--- src/rtl/instr_cache.sv ---
// Direct-mapped instruction cache with combinational lookup and a
// line-at-a-time refill engine fetching one word per accepted beat.
//
// Ports:
//   clk_i, reset_i          clock, synchronous active-high reset
//   addr                    fetch byte address (bits [1:0] ignored)
//   flush_i                 invalidate all lines; aborts an in-flight refill
//   rd_o                    fetched instruction (valid when instr_miss_f_o=0)
//   instr_miss_f_o          fetch in addr cannot be served this cycle
//   instr_cache_rep_en_o    one-cycle pulse on the cycle a line is installed
//   mem_req_o, mem_addr_o   backing-memory read request and word address
//   mem_rdata_i, mem_ready_i backing-memory read data and its valid strobe
module instr_cache #(
  parameter int unsigned NUM_SETS       = 32,
  parameter int unsigned WORDS_PER_LINE = 4
) (
  input  logic        clk_i,
  input  logic        reset_i,
  input  logic [31:0] addr,
  input  logic        flush_i,
  output logic [31:0] rd_o,
  output logic        instr_miss_f_o,
  output logic        instr_cache_rep_en_o,
  output logic        mem_req_o,
  output logic [31:0] mem_addr_o,
  input  logic [31:0] mem_rdata_i,
  input  logic        mem_ready_i
);

  localparam int unsigned OFF_W    = $clog2(WORDS_PER_LINE);
  localparam int unsigned IDX_W    = $clog2(NUM_SETS);
  localparam int unsigned LINE_LSB = OFF_W + 2;
  localparam int unsigned TAG_LSB  = LINE_LSB + IDX_W;
  localparam int unsigned TAG_W    = 32 - TAG_LSB;

  typedef enum logic {IDLE, REFILL} state_e;

  state_e                  state_q, state_d;
  logic [OFF_W-1:0]        beat_q, beat_d;
  logic [31:0]             base_q, base_d;
  logic [IDX_W-1:0]        idx_q, idx_d;

  logic [NUM_SETS-1:0]     valid_q;
  logic [TAG_W-1:0]        tag_q  [NUM_SETS];
  logic [31:0]             data_q [NUM_SETS][WORDS_PER_LINE];

  logic [OFF_W-1:0]        addr_off;
  logic [IDX_W-1:0]        addr_idx;
  logic [TAG_W-1:0]        addr_tag;
  logic                    hit;
  logic                    data_we;
  logic                    valid_clr;
  logic                    install;
  logic                    unused_addr;

  assign addr_off    = addr[LINE_LSB-1:2];
  assign addr_idx    = addr[TAG_LSB-1:LINE_LSB];
  assign addr_tag    = addr[31:TAG_LSB];
  assign unused_addr = ^addr[1:0];

  // Lookup only counts in IDLE; during REFILL the fetch is always stalled.
  assign hit            = (state_q == IDLE) && valid_q[addr_idx] && (tag_q[addr_idx] == addr_tag);
  assign rd_o           = data_q[addr_idx][addr_off];
  assign instr_miss_f_o = !hit;

  // Next-state, refill sequencing and memory request.
  always_comb begin
    state_d              = state_q;
    beat_d               = beat_q;
    base_d               = base_q;
    idx_d                = idx_q;
    data_we              = 1'b0;
    valid_clr            = 1'b0;
    install              = 1'b0;
    mem_req_o            = 1'b0;
    mem_addr_o           = 32'h0;
    instr_cache_rep_en_o = 1'b0;
    case (state_q)
      IDLE: begin
        if (!hit && !flush_i) begin
          state_d = REFILL;
          base_d  = {addr[31:LINE_LSB], {LINE_LSB{1'b0}}};
          idx_d   = addr_idx;
          beat_d  = '0;
        end
      end
      REFILL: begin
        mem_req_o  = 1'b1;
        mem_addr_o = base_q + (32'(beat_q) << 2);
        if (flush_i) begin
          state_d = IDLE;
          beat_d  = '0;
        end else if (mem_ready_i) begin
          data_we   = 1'b1;
          // Drop the victim as soon as its data starts being overwritten.
          valid_clr = (beat_q == '0);
          if (beat_q == OFF_W'(WORDS_PER_LINE - 1)) begin
            install = 1'b1;
            state_d = IDLE;
            beat_d  = '0;
          end else begin
            beat_d = beat_q + OFF_W'(1);
          end
        end
      end
      default: state_d = IDLE;
    endcase
    // Reset abandons the line: no array writes and no install pulse.
    if (reset_i) begin
      data_we   = 1'b0;
      valid_clr = 1'b0;
      install   = 1'b0;
    end
    instr_cache_rep_en_o = install;
  end

  // FSM and refill context registers.
  always_ff @(posedge clk_i) begin
    if (reset_i) begin
      state_q <= IDLE;
      beat_q  <= '0;
      base_q  <= 32'h0;
      idx_q   <= '0;
    end else begin
      state_q <= state_d;
      beat_q  <= beat_d;
      base_q  <= base_d;
      idx_q   <= idx_d;
    end
  end

  // Valid bits: reset and flush clear all; refill clears then sets the victim.
  always_ff @(posedge clk_i) begin
    if (reset_i || flush_i) begin
      valid_q <= '0;
    end else begin
      if (valid_clr) valid_q[idx_q] <= 1'b0;
      if (install)   valid_q[idx_q] <= 1'b1;
    end
  end

  // Tag and data arrays carry no reset; valid bits guard them.
  always_ff @(posedge clk_i) begin
    if (data_we) data_q[idx_q][beat_q] <= mem_rdata_i;
    if (install) tag_q[idx_q] <= base_q[31:TAG_LSB];
  end

endmodule

--- config.mk ---
export PLATFORM = sky130hd
export DESIGN_NAME = instr_cache
export DESIGN_NICKNAME = d
export VERILOG_FILES = /design/src/rtl/instr_cache.sv
export SDC_FILE = /design/constraint.sdc
export NUM_CORES = 2
export LEC_CHECK = 0
export ABC_AREA = 1
export ABC_CLOCK_PERIOD_IN_PS = 5550
export BUFFER_PORTS_ARGS = -buffer_cell sky130_fd_sc_hd__buf_2
export CAP_MARGIN = 20
export CORE_UTILIZATION = 52
export DETAILED_ROUTE_END_ITERATION = 16
export PLACE_DENSITY = 0.67
export SLEW_MARGIN = 10
export SYNTH_ARGS = -nofsm -noshare
export SYNTH_HDL_FRONTEND = slang
export SYNTH_MEMORY_MAX_BITS = 65536
export SYNTH_SLANG_ARGS = --single-unit
--- constraint.sdc ---
create_clock -name clk_i -period 5.55 [get_ports clk_i]
set_input_delay 0.555 -clock clk_i [delete_from_list [all_inputs] [get_ports clk_i]]
set_output_delay 0.555 -clock clk_i [all_outputs]
set_load 0.01 [all_outputs]
* After elaboration in Yosys (flattened, before gate mapping)
Memory sizes are Yosys's and may differ from the RTL's.
Index checks and enable logic that the tools add are counted.
** Word-level totals
- Register bits after elaboration :: 68
- Bits in latches :: 0
- RAM bits :: 4832
- Memory bits (read-only) :: 0
- Input bits :: 68
- Output and inout port bits :: 67
- Logic and storage cells :: 77
- Memories :: 2
** Cells by class
- Add/sub/neg operators :: 2
- Multipliers :: 0
- Divide/modulo/power cells :: 0
- Magnitude comparators :: 6
- Eq/ne operators :: 4
- Shift-type cells :: 0
- Multiplexer cells :: 41
- Bitwise logic cells :: 6
- Reduce and logical (&&, ||, !) cells :: 11
** Memories
- data_q :: depth 32, bits a word 128, rd ports 1, clocked after Yosys merged registers in 0, write ports 1, line 45 : logic [31:0] data_q [NUM_SETS][WORDS_PER_LINE];
- tag_q :: depth 32, bits a word 23, rd ports 1, clocked after Yosys merged registers in 0, write ports 1, line 44 : logic [TAG_W-1:0] tag_q [NUM_SETS];
** Operator list (number)
- $mux 32 :: 7
- $mux 128 :: 1
- $bmux 32 s2 :: 1
- $demux 32 s2 :: 1
- $add 32x4->32 :: 1
- $and 32x32->32 :: 1
- $not 32->32 :: 1
- $or 32x32->32 :: 1
- $eq 23x23->1 :: 1
- $mux 1 :: 23
- $lt 5x6->1 const B :: 2
- $mux 2 :: 4
- $ge 3x3->1 const B :: 2
- $not 2->3 :: 2
- $bmux 1 s5 :: 1
- $demux 1 s5 :: 1
- $ge 5x1->1 const B :: 1
- $logic_and 1x1->1 :: 5
- $pmux 2 s2 :: 1
- $reduce_and 2->1 :: 2
- $lt 3x1->1 const B :: 1
- $ne 3x3->1 const B :: 1
- $add 2x1->2 const B :: 1
- $eq 2x2->1 const B :: 1
- 6 further kinds :: 7

* Logic depth before layout (Yosys ltp)
- Depth in word-level cells :: 10
- Depth in mapped cells :: 21
- Mapped depth without buffers :: 17

* Worst setup path before layout
Ideal clock, no wire load.
- Path kind :: register -> register
- Start point :: register state_q
- End point :: memory data_q[0][100] (netlist bit) (enable)
- Setup time :: 421 ps
- Data arrival time :: 2908 ps
- Data required time :: 5129 ps
- Path slack :: 2221 ps
- Cell stages (with the launch flop) :: 10
- Buffers on the path :: 3
- Clock period less this slack :: 3329 ps
- Cell sequence :: dfxtp_1 clkbuf_1 inv_1 nor2_1 inv_1 nor2_1 nand2_1 clkbuf_1 clkbuf_1 nor2_1
** On the way
- Cells in the longest elaborated chain, start to end :: 4
** Ends and longest elaborated chain
- start, declared :: line 38 : state_e state_q, state_d;
- start signal, assigned :: line 125 : state_q <= state_d;
- $mux 1 :: line 78 : case (state_q)
- $mux 1 :: line 109 : if (reset_i) begin
- $mux 1 :: line 144 : if (data_we) data_q[idx_q][beat_q] <= mem_rdata_i;
- $mux 128 (not written as such) :: line 144
- end, declared :: line 45
Every way passes these cells.

* Worst setup path in the final report
- Start point :: input addr[4]
- End point :: output rd_o[18]
** On the way
- Cells in the longest elaborated chain, start to end :: 4
** Ends and longest elaborated chain
- start, declared :: line 19 : input logic [31:0] addr,
- $mem_v2 32x128
- $bmux 32 s2 :: line 63 : assign rd_o = data_q[addr_idx][addr_off];
- $mux 32 (not written as such) (2 in a row) :: line 63
- end, declared :: line 21 : output logic [31:0] rd_o,
Every way passes these cells. The select of a mux whose other input is x is not followed.

==> impl_metrics.tcl <==
set metrics [dict create \
    grt_max_degree 194 \
    hpwl_microns 324900 \
    relSlewSlack_pct 17.89 \
    seq_area_frac_synth_pct 75.96 \
    place_congestion 0.8881 \
    ant_nets 0 \
    rsz0062_at_grt "false" \
    synth-seq-cells 4895 \
    vias 128235 \
    yosysWarnings 0 \
    avgRoutedWirePerCell_microns 28.53 \
    synthTopCellsByArea "edfxtp_1 75%, o21ai_0 6.2%, nor2_1 5.8%" \
    die_area_sq_um 373000 \
    post-route-drc-count 0 \
    end_kind "primary output" \
    initial_core_util_pct 52.24 \
    cts.sinks 4895 \
    syn_inst 14987 \
    numCtsBuffers 472 \
    power_leakage_nw 69.89 \
    fin_nets 15142 \
    worstSetupPathType "input port to primary output" \
    max_freq_mhz 198.3 \
    totalNegativeSetupSlack_ps 0 \
    max_cap_viol_count 0 \
    io_pins 135 \
    hold_viol_final 0 \
    critical_path_required_ps 4990 \
    ys_types 27 \
    wl_met1_microns 216500 \
    drive_above_1_share_pct 9.704 \
    power.density_nw_per_um2 354.7 \
    avgSynthCellArea_sq_um 12.86 \
    grt_pass1_vias 118696 \
    clkTransAtPathRegs_ps 60 \
    hp-class "input port to register" \
    cts_tree "built" \
    skew_ps 86.33 \
    area.growth.synth_to_final_pct 12.63 \
    placed_cell_area_sq_um 201500 \
    top_layer_used "met5" \
    wl_met2_microns 263800 \
    die_w_microns 610.7 \
    fillers 28528 \
    most-common-layout-cells "4832 x edfxtp_1, 2825 x nor2_1, 2388 x o21ai_0" \
    htreeDepth 5 \
    synth_area_leader_cell "edfxtp_1" \
    grt_antenna_before_repair 27 \
    yosys.area.top_type_share_pct 75.30 \
    dp.cells 19503 \
    core_sq_um 368900 \
    first_pass_iters 8 \
    cts_resized 0 \
    holdWs_ps 92.97 \
    port_buffers 130 \
    setup_violations 0 \
    layout_commonest_cell "edfxtp_1" \
    worstSetupStartpointType "input port" \
    drtIter0Drc 18600 \
    grt_overflow 0 \
    grt_util_all_layers_pct 30.52 \
    arrival_ps 4490 \
    fin_cells 20429 \
    tightest_slew_ps 1232 \
    wl_microns 582800 \
    status "completed" \
    rows 223 \
    clk_path_buf_depth 4 \
    via_per_inst 6.277 \
    crit_fanout 91 \
    slew_violations 0 \
    grt_pass1_wl_microns 827200 \
    post-route-period-util_pct 90.88 \
    cts-root-buf "clkbuf_16" \
    fin_area_sq_um 217000 \
    min_period_ps 5044 \
    ir_worst_vdd_mv 0.3268 \
    clk_latency_ps 1040 \
    synth_area_sq_um 192700 \
    p_total_mw 76.98 \
    fp.dieH_microns 610.7 \
    wl_met3_microns 65650 \
]
-- worst paths after layout --
path / from / end / slack (ps) / cells past startpoint
min: mem_rdata_i[19] / data_q[29][115] / 90 / 1
max reg2reg: state_q / data_q[29][24] / 1420 / 8
max: addr[4] / rd_o[18] / 510 / 13
min reg2reg: valid_q[22] / valid_q[22] / 470 / 2
-- cells in the mapped netlist --
cell type	number
a21oi_1	36
a31oi_1	1
buf_1	47
buf_2	288
buf_4	41
buf_6	5
clkbuf_1	719
clkinv_1	2
conb_1	1
dfxtp_1	63
edfxtp_1	4832
ha_1	4
inv_1	134
inv_2	5
nand2_1	1045
nand2_2	1
nand3_1	812
nor2_1	2985
nor3_1	2
o211ai_1	1
o21ai_0	2388
o21ai_1	251
o21bai_1	1
o22ai_1	1255
o32ai_1	66
or2_1	1
or2_2	1
-- critical path: stages --
cell and delay [ps]:
buf_12 190, inv_8 450, buf_12 330, buf_12 370, o21ai_0 150, o22ai_1 150
nor2_1 70, o32ai_1 790, o21ai_1 230, o22ai_1 210, nand2_1 190, nand2_1 380
buf_2 200
-- report_power, final --
part	internal [mW]	total, mW	leakage (nW)	switching, mW
Sequential	40.7	40.7	43.8	0.0418
Clock	17.6	31.4	7.29	13.8
Combinational	1.22	4.88	18.8	3.67
Total	59.4	77.0	69.9	17.5
-- per-stage QoR --
step	setup slack (ps)	utilization, %
after CTS	601.4	58.74
after floorplan	2221	-
after detailed placement	611.4	54.62
final	505.9	58.84
after global routing	508.2	58.83
after global placement	587.2	54.55
-- what timing repair did --
action | CTS | global route
buffers inserted | 0 | 0
hold endpoints to repair | 33 | 0
hold buffers | 26 | 0
-- area by class of cell --
type | instances | area [sq um] | area share [%]
clock inverters | 288 | 2557 | 1.178
diodes | 11 | 27.53 | 0.01268
well taps | 4950 | 6193 | 2.854
multi-input cells | 8852 | 42350 | 19.52
repair buffers | 708 | 6584 | 3.034
inverters | 141 | 566.8 | 0.2612
clock buffers | 584 | 12380 | 5.705
flip-flops and latches | 4895 | 146400 | 67.44
-- registers in the layout, summed over array words and instances (netlist names) --
| name | cells |
|---|---|
| valid_q | 32 |
| beat_q | 2 |
| state_q | 1 |
| base_q | 24 |
| tag_q | 736 |
| idx_q | 4 |
| data_q | 4096 |
-- layer usage --
layer | vias to the layer above | global-route usage [%]
met3 | 1418 | 5.510
li1 | 55672 | -
met2 | 7790 | 46.98
met1 | 63349 | 41.31
met5 | - | 0.2841
met4 | 6 | 17.05
-- kinds of logic (layout without fill, tap and decap cells) --
logic type / count (synthesis) / in the layout / synth area share [%]
DFF: 4895 / 4895 / 75.96
adders and majority gates: 4 / 4 / 0.02598
other: 1 / 13 / 0.001946
and+or+nand+nor: 4847 / 4847 / 9.975
buffers and inverters: 1241 / 1721 / 2.704
AOI/OAI and AO/OA: 3999 / 3999 / 11.33
Note: power is estimated with default switching activity, not from simulation.
